<file path="config.mk">
export PLATFORM = sky130hd
export DESIGN_NAME = rssi_delay_seq_ctrl
export DESIGN_NICKNAME = d
export VERILOG_FILES = /design/src/rtl/rssi_delay_seq_ctrl.sv
export SDC_FILE = /design/constraint.sdc
export NUM_CORES = 1
export LEC_CHECK = 0
export BUFFER_PORTS_ARGS = -buffer_cell sky130_fd_sc_hd__buf_2
export CELL_PAD_IN_SITES_DETAIL_PLACEMENT = 1
export CELL_PAD_IN_SITES_GLOBAL_PLACEMENT = 2
export CORE_UTILIZATION = 30
export CTS_BUF_LIST = sky130_fd_sc_hd__clkbuf_4 sky130_fd_sc_hd__clkbuf_8
export CTS_CLUSTER_DIAMETER = 120
export DETAILED_ROUTE_END_ITERATION = 16
export GPL_TIMING_DRIVEN = 0
export PLACE_DENSITY_LB_ADDON = 0.25
export SKIP_LAST_GASP = 1
export SLEW_MARGIN = 30
export SYNTH_ARGS = -nofsm -noshare
export SYNTH_HDL_FRONTEND = slang
export SYNTH_SLANG_ARGS = --single-unit
</file>
<file path="constraint.sdc">
create_clock -name clk -period 4.4 [get_ports clk]
set_input_delay 0.66 -clock clk [delete_from_list [all_inputs] [get_ports clk]]
set_output_delay 0.66 -clock clk [all_outputs]
set_load 0.005 [all_outputs]
</file>
<file path="src/rtl/rssi_delay_seq_ctrl.sv">
// Configuration sequencer for the RSSI path: defers updates past packet reception, flushes the
// delay FIFO, applies delay/offset atomically and reports when rssi_half_db is valid again.
// Optional WAIT_RX timeout is built when RSSI_SEQ_TIMEOUT_EN is defined.
module rssi_delay_seq_ctrl #(
  parameter int DELAY_CTL_WIDTH    = 7,
  parameter int RSSI_HALF_DB_WIDTH = 11,
  parameter int RST_PULSE_LEN      = 4,
  parameter logic [DELAY_CTL_WIDTH-1:0] RESET_DELAY_CTL = 7'd39
`ifdef RSSI_SEQ_TIMEOUT_EN
  , parameter int TIMEOUT_CYCLES   = 20000
`endif
) (
  input  logic                          clk,
  input  logic                          rstn,
  input  logic [DELAY_CTL_WIDTH-1:0]    cfg_delay_ctl_i,
  input  logic [RSSI_HALF_DB_WIDTH-1:0] cfg_rssi_half_db_offset_i,
  input  logic                          cfg_update_i,
  input  logic                          rx_busy_i,
  input  logic                          iq_rssi_half_db_valid_i,
  output logic [DELAY_CTL_WIDTH-1:0]    delay_ctl_o,
  output logic [RSSI_HALF_DB_WIDTH-1:0] rssi_half_db_offset_o,
  output logic                          fifo_delay_rstn_o,
  output logic                          rssi_settled_o,
  output logic                          seq_busy_o,
  output logic                          update_done_o,
  output logic                          timeout_err_o
);

  localparam int CNT_WIDTH = DELAY_CTL_WIDTH + 1;
  localparam logic [3:0] FLUSH_LAST = 4'(RST_PULSE_LEN - 1);

  typedef enum logic [1:0] {IDLE, WAIT_RX, FLUSH, REFILL} state_t;

  state_t                         state_q;
  logic [3:0]                     flushCnt_q;
  logic [CNT_WIDTH-1:0]           refillCnt_q;
  logic [CNT_WIDTH-1:0]           refillNext_d;
  logic [CNT_WIDTH-1:0]           refillTarget_d;
  logic                           pending_q;
  logic [DELAY_CTL_WIDTH-1:0]     shadowDelay_q;
  logic [DELAY_CTL_WIDTH-1:0]     shadowDelay_d;
  logic [RSSI_HALF_DB_WIDTH-1:0]  shadowOffset_q;
  logic [RSSI_HALF_DB_WIDTH-1:0]  shadowOffset_d;
  logic                           goFlush_d;

  // A request arriving on the same edge that enters FLUSH must be the one applied.
  always_comb begin
    shadowDelay_d  = cfg_update_i ? cfg_delay_ctl_i : shadowDelay_q;
    shadowOffset_d = cfg_update_i ? cfg_rssi_half_db_offset_i : shadowOffset_q;
    refillNext_d   = refillCnt_q + CNT_WIDTH'(1);
    refillTarget_d = {1'b0, delay_ctl_o} + CNT_WIDTH'(1);
  end

`ifdef RSSI_SEQ_TIMEOUT_EN
  localparam logic [15:0] TIMEOUT_LAST = 16'(TIMEOUT_CYCLES - 1);
  logic [15:0] timeoutCnt_q;
  logic        timeoutHit_d;

  always_ff @(posedge clk) begin
    if (!rstn || state_q != WAIT_RX)
      timeoutCnt_q <= '0;
    else if (rx_busy_i)
      timeoutCnt_q <= timeoutCnt_q + 16'd1;
  end

  assign timeoutHit_d = rx_busy_i && (timeoutCnt_q == TIMEOUT_LAST);
  assign goFlush_d    = !rx_busy_i || timeoutHit_d;
`else
  assign goFlush_d     = !rx_busy_i;
  assign timeout_err_o = 1'b0;
`endif

  always_ff @(posedge clk) begin
    if (!rstn) begin
      state_q               <= FLUSH;
      flushCnt_q            <= '0;
      refillCnt_q           <= '0;
      pending_q             <= 1'b0;
      shadowDelay_q         <= RESET_DELAY_CTL;
      shadowOffset_q        <= '0;
      delay_ctl_o           <= RESET_DELAY_CTL;
      rssi_half_db_offset_o <= '0;
      fifo_delay_rstn_o     <= 1'b0;
      rssi_settled_o        <= 1'b0;
      seq_busy_o            <= 1'b1;
      update_done_o         <= 1'b0;
`ifdef RSSI_SEQ_TIMEOUT_EN
      timeout_err_o         <= 1'b0;
`endif
    end else begin
      shadowDelay_q  <= shadowDelay_d;
      shadowOffset_q <= shadowOffset_d;
      update_done_o  <= 1'b0;
`ifdef RSSI_SEQ_TIMEOUT_EN
      timeout_err_o  <= 1'b0;
`endif
      case (state_q)
        IDLE: begin
          if (cfg_update_i) begin
            state_q    <= WAIT_RX;
            seq_busy_o <= 1'b1;
          end
        end
        // Settings change on the same edge fifo_delay_rstn falls.
        WAIT_RX: begin
          if (goFlush_d) begin
            state_q               <= FLUSH;
            flushCnt_q            <= '0;
            pending_q             <= 1'b0;
            delay_ctl_o           <= shadowDelay_d;
            rssi_half_db_offset_o <= shadowOffset_d;
            fifo_delay_rstn_o     <= 1'b0;
            rssi_settled_o        <= 1'b0;
`ifdef RSSI_SEQ_TIMEOUT_EN
            timeout_err_o         <= timeoutHit_d;
`endif
          end
        end
        FLUSH: begin
          if (cfg_update_i)
            pending_q <= 1'b1;
          if (flushCnt_q == FLUSH_LAST) begin
            flushCnt_q        <= '0;
            fifo_delay_rstn_o <= 1'b1;
            if (pending_q || cfg_update_i) begin
              state_q   <= WAIT_RX;
              pending_q <= 1'b0;
            end else begin
              state_q     <= REFILL;
              refillCnt_q <= '0;
            end
          end else begin
            flushCnt_q <= flushCnt_q + 4'd1;
          end
        end
        REFILL: begin
          if (cfg_update_i) begin
            state_q     <= WAIT_RX;
            refillCnt_q <= '0;
          end else if (iq_rssi_half_db_valid_i) begin
            if (refillNext_d == refillTarget_d) begin
              state_q        <= IDLE;
              refillCnt_q    <= '0;
              rssi_settled_o <= 1'b1;
              update_done_o  <= 1'b1;
              seq_busy_o     <= 1'b0;
            end else begin
              refillCnt_q <= refillNext_d;
            end
          end
        end
        default: state_q <= FLUSH;
      endcase
    end
  end

endmodule

</file>
# Word level (Yosys, flattened, before mapping)
# Cells that the tools add are included.
# Widths: inputs -> output; s select.
dict set report word_totals {
  reg_bits 55
  ramBits 0
  wordCells 83
  n_memories 0
  rom_bits 0
  output_inout_bits 23
  in_bits 23
  latch_bits 0
}
dict set report classes {
  addsub 3
  mux 36
  bitwise 4
  shifts 0
  order_cmp 0
  n_reduce_logical 14
  n_eq_ne 14
  div_mod_pow 0
  mul 0
}
# cell n
set op_table {}
lappend op_table {{$mux 8} 5}
lappend op_table {{$pmux 8 s2} 1}
lappend op_table {{$reduce_and 5->1} 3}
lappend op_table {{$mux 2} 7}
lappend op_table {{$ne 2x2->1 const B} 7}
lappend op_table {{$mux 1} 13}
lappend op_table {{$mux 11} 1}
lappend op_table {{$add 7x1->8 const B} 1}
lappend op_table {{$add 8x1->8 const B} 1}
lappend op_table {{$eq 8x8->1} 1}
lappend op_table {{$mux 4} 2}
lappend op_table {{$pmux 1 s2} 4}
lappend op_table {{$pmux 2 s4} 1}
lappend op_table {{$pmux 4 s2} 1}
lappend op_table {{$reduce_bool 2->1} 4}
lappend op_table {{$mux 7} 1}
lappend op_table {{$ne 3x3->1 const B} 2}
lappend op_table {{$add 4x1->4 const B} 1}
lappend op_table {{$eq 2x2->1 const B} 2}
lappend op_table {{$eq 4x2->1 const B} 1}
lappend op_table {{$not 1->1} 4}
lappend op_table {{$reduce_and 2->1} 2}
lappend op_table {{$reduce_and 4->1} 1}
lappend op_table {{$reduce_or 4->1} 1}
lappend op_table {{other kinds (4)} 4}

# Logic depth before layout (Yosys ltp)
dict set report depth {
  depth_word 6
  depth_mapped 8
  mapped_depth_nobuf 7
}

# Worst setup path after synthesis
# Ideal clock, no wire load.
dict set report synth_path {
  path_kind {reg-to-reg}
  start {reg refillCnt_q[0]}
  end {reg refillCnt_q[0]}
  t_arrival_ps 2162
  path_slack_ps 2167
  period_less_slack_ps 2233
  path_stages_with_launch 9
  path_buffers 1
  setup_ps 70
  t_required_ps 4330
  path_cell_list {dfxtp_1 ha_1 nand3_2 or3_4 a211o_1 and3_1 buf_6 a311o_1 a21oi_1}
}
dict set report synth_via {
  elab_chain_cells 6
}
# item line_no
set synth_lines {}
lappend synth_lines {{start, declared} 36} ;# logic [CNT_WIDTH-1:0] refillCnt_q;
lappend synth_lines {{start signal, assigned} 148} ;# refillCnt_q <= refillNext_d;
lappend synth_lines {{$add 8x1->8 (*)} 50} ;# refillNext_d = refillCnt_q + CNT_WIDTH'(1);
lappend synth_lines {{$eq 8x8->1} 141} ;# if (refillNext_d == refillTarget_d) begin
lappend synth_lines {{$mux 8 (*)} 141}
lappend synth_lines {{$mux 8 (*)} 140} ;# end else if (iq_rssi_half_db_valid_i) begin
lappend synth_lines {{$mux 8 (*)} 137} ;# if (cfg_update_i) begin
lappend synth_lines {{$pmux 8 s2 (*)} 97} ;# case (state_q)
# Mark *: on every way between the ends. The rest lies on a longest branch, timed or not. The select of a mux whose other input is x is not followed.
# A chain may end at the register's enable or synchronous reset.

# Worst setup path after layout
dict set report layout_path {
  start {reg refillCnt_q[0]}
  end {reg refillCnt_q[4]}
}
# The elaborated chain is that of the path after synthesis.

==> parameters.txt <==
Parameter                              Value

CTS
  Clock root buffer master ... clkbuf_8
  Number of clock buffers inserted by TritonCTS ... 5
  TritonCTS clock tree ... built
  Later-pin clock latency in the skew report ... between 0.3 and 0.4 ns
  Post-CTS Hold Buffers ... 0
  Sinks on Clock Net ... 55
  Number of gates resized after CTS ... 0
  Clock Pin Slew Worst Setup and Hold Paths ... 0.11 ns
  Number of buffers inserted to repair setup after CTS ... 0
  Max H-tree Level ... 2
  Max Buffers Root-to-Sink ... 2

Timing
  Hold Vio Cnt, Final ... 0
  Worst Max-Slew Pin Slew ... 0.813 ns
  Unrepaired setup endpoints after global routing ... no
  Summed negative setup slack over all endpoints ... 0 ns
  Worst-case clock skew ... roughly 0.0075 ns
  Final clock period utilization by the worst path ... 0.570
  Slew Viols, Final ... 0
  Slew HR ... 0.458
  Crit path setup slack, layout ... ~1.9 ns
  Setup-violating endpoint count in the final report ... 0
  Tmin final ... between 2 and 3 ns
  Worst-case hold slack ... about 0.46 ns
  Upper clock frequency limit ... about 400 MHz

Worst setup path
  Arrival time at the worst endpoint ... around 2.8 ns
  Launching element type of the critical path ... register
  Classification of the worst setup path ... register to register
  Data required time of the critical path ... between 4 and 5 ns
  Endpoint kind of the worst setup timing path ... register
  Critical path peak fanout ... 8

Place
  Number of buffers inserted by port buffering ... 42
  Cell Area, Placed ... 2830 um2
  Global placer's final weighted congestion ... around 0.74
  DP HPWL ... just under 5000 um
  Place WS ... around 1.9 ns
  # placed instances ... ~420

Floorplan
  Die area ... about 8600 um2
  Die extent in x ... about 93 um
  Number of core rows ... 32
  Standard cell core area ... 7850 um2
  Die H ... about 93 um
  Num ports ... 46
  Effective utilization at floorplan ... 0.316

Yosys
  Synthesized net count ... slightly above 300
  Largest area contributor in the netlist ... dfxtp_1
  Distinct cell type count of the synthesized netlist ... approximately 50
  Post-synthesis async set-or-reset flop share ... 0
  Synth area leaders ... dfxtp_1, mux2i_1, nor2_1
  Share of the synthesized area in the top cell type ... 0.443
  Number of synthesized flops with an enable pin ... 0
  Synth Area per Inst ... 8.93 um2
  Synthesis Warnings ... 0
  Number of synthesized register bits ... 55
  Area of the mapped netlist ... 2480 um2
  Sequential cell area fraction in the yosys report ... 0.443
  Gate count of the mapped netlist ... 278
  Prevailing post-synth register cell ... dfxtp_1

Cells and area
  Post-synthesis to final-layout area growth ... 18.0%
  Utilization after layout ... 0.374
  Final nets ... 353
  Share of cells above drive strength 1 ... 0.177
  Most common library cell in the layout ignoring fill and taps ... dfxtp_1
  Post-route insts no fill ... 430
  Post-route cell area ... ~2900 um2
  Most frequent cells in the layout ... dfxtp_1, buf_2, nor2_1
  Antenna cells ... 0
  Number of fill cells in the layout ... ~1000

Routing
  Detailed-routing iteration count for the pre-antenna-repair pass ... 4
  Starting DRT DRC Count ... between 60 and 70
  DRC violation count after routing ... 0
  Number of antenna-violating nets in the routed design ... 0
  Routed length per placed instance ... between 15 and 20 um
  Ratio of routed vias to standard cells ... roughly 5
  Final wirelength ... approximately 6700 um
  Total number of vias ... 2211

Global routing
  Number of antenna violations at the first check in global routing ... 0
  Tot GR Track Use ... 0.168
  Pin count of the biggest net entering global routing ... 19
  Final global-route overflow total ... 0
  Global-route wire length before repair ... 11400 um
  Via count of the first global-routing pass ... approximately 2.3k

Power
  Pwr Density ... between 400 and 500 nW/um2
  VDD IR max ... around 0.12 mV
  Power Total ... between 1 and 1.5 mW
  Leakage power total ... between 1 and 1.5 nW

Hold path
  Worst hold-check path type ... register to register

Run
  Max-cap violation count ... 0

Run status
  Status ... finished clean
## kinds of logic (layout without fill, tap and decap cells)
group / count (synthesis) / count (layout) / share of synthesized area
compound gates: 60 / 60 / 0.169
xor+xnor: 16 / 16 / 0.0620
fa+ha+maj: 3 / 3 / 0.0151
buf+inv: 22 / 72 / 0.0378
flops: 55 / 55 / 0.443
mux: 18 / 18 / 0.0725
other cells: 1 / 1 / 0.00151
simple gates: 103 / 103 / 0.199
## power by group
| group | total, mW | switching, mW | leakage (nW) | internal (mW) |
|---|---|---|---|---|
| Combinational | 0.283 | 0.177 | 0.704 | 0.105 |
| Clock | 0.320 | 0.187 | 0.0533 | 0.133 |
| Sequential | 0.577 | 0.0359 | 0.448 | 0.542 |
## cell type report
type                       count  area (um2)  share of cell area
sequential                    55        1100               0.376
timing repair buffer          42         210              0.0717
tap                          102         128              0.0435
multi-input combinational    201        1300               0.442
clock inverter                 2        20.0             0.00683
clock buffer                   6        82.6              0.0282
inverter                       5        18.8             0.00640
buffer                        17        75.1              0.0256
## synth_stat cells (2+ instances only)
master	count
and2_1	2
buf_1	2
dfxtp_1	55
a32oi_1	2
o21ai_0	5
nand3_1	9
mux2i_1	18
a21oi_1	14
or4_1	2
a31oi_1	2
nand4b_1	2
inv_1	4
nand4_1	7
clkbuf_1	13
o211ai_1	6
a211oi_1	14
xor2_1	9
xnor2_1	6
nor3_1	3
and3_1	4
ha_1	3
nor2_1	40
a31o_2	2
nand2_1	24
o31ai_1	4
a311o_1	3
## critical path: stages (launching register included)
cell and delay [ns]:
dfxtp_1 0.45, ha_1 0.32, nand3_2 0.13, or3_4 0.40
a211o_1 0.31, and3_1 0.17, buf_6 0.14, a311o_1 0.36
a21oi_1 0.15
## routing by layer
layer | global-route usage | share of wire | wire (um)
met1 | 0.216 | 0.48 | 3210
met2 | 0.275 | 0.46 | 3080
met3 | 0.0463 | 0.041 | 275
met5 | 0 | 0 | 0
met4 | 0.0500 | 0.020 | 132
## registers in the layout (all words and copies together), names as in the netlist
signal                 cells
shadowOffset_q            11
rssi_settled_o             1
rssi_half_db_offset_o     11
fifo_delay_rstn_o          1
state_q                    2
flushCnt_q                 4
seq_busy_o                 1
update_done_o              1
pending_q                  1
delay_ctl_o                7
refillCnt_q                8
shadowDelay_q              7
## worst paths after layout
check / endpoint / from / slack, ns / depth (start not counted)
setup / recovery: refillCnt_q[4] / refillCnt_q[0] / 1.89 / 8
hold / removal: rssi_settled_o / rssi_settled_o / 0.46 / 2
setup reg to reg: refillCnt_q[4] / refillCnt_q[0] / 1.89 / 8
hold reg to reg: rssi_settled_o / rssi_settled_o / 0.46 / 2
Power figures use the tool's default switching activity.
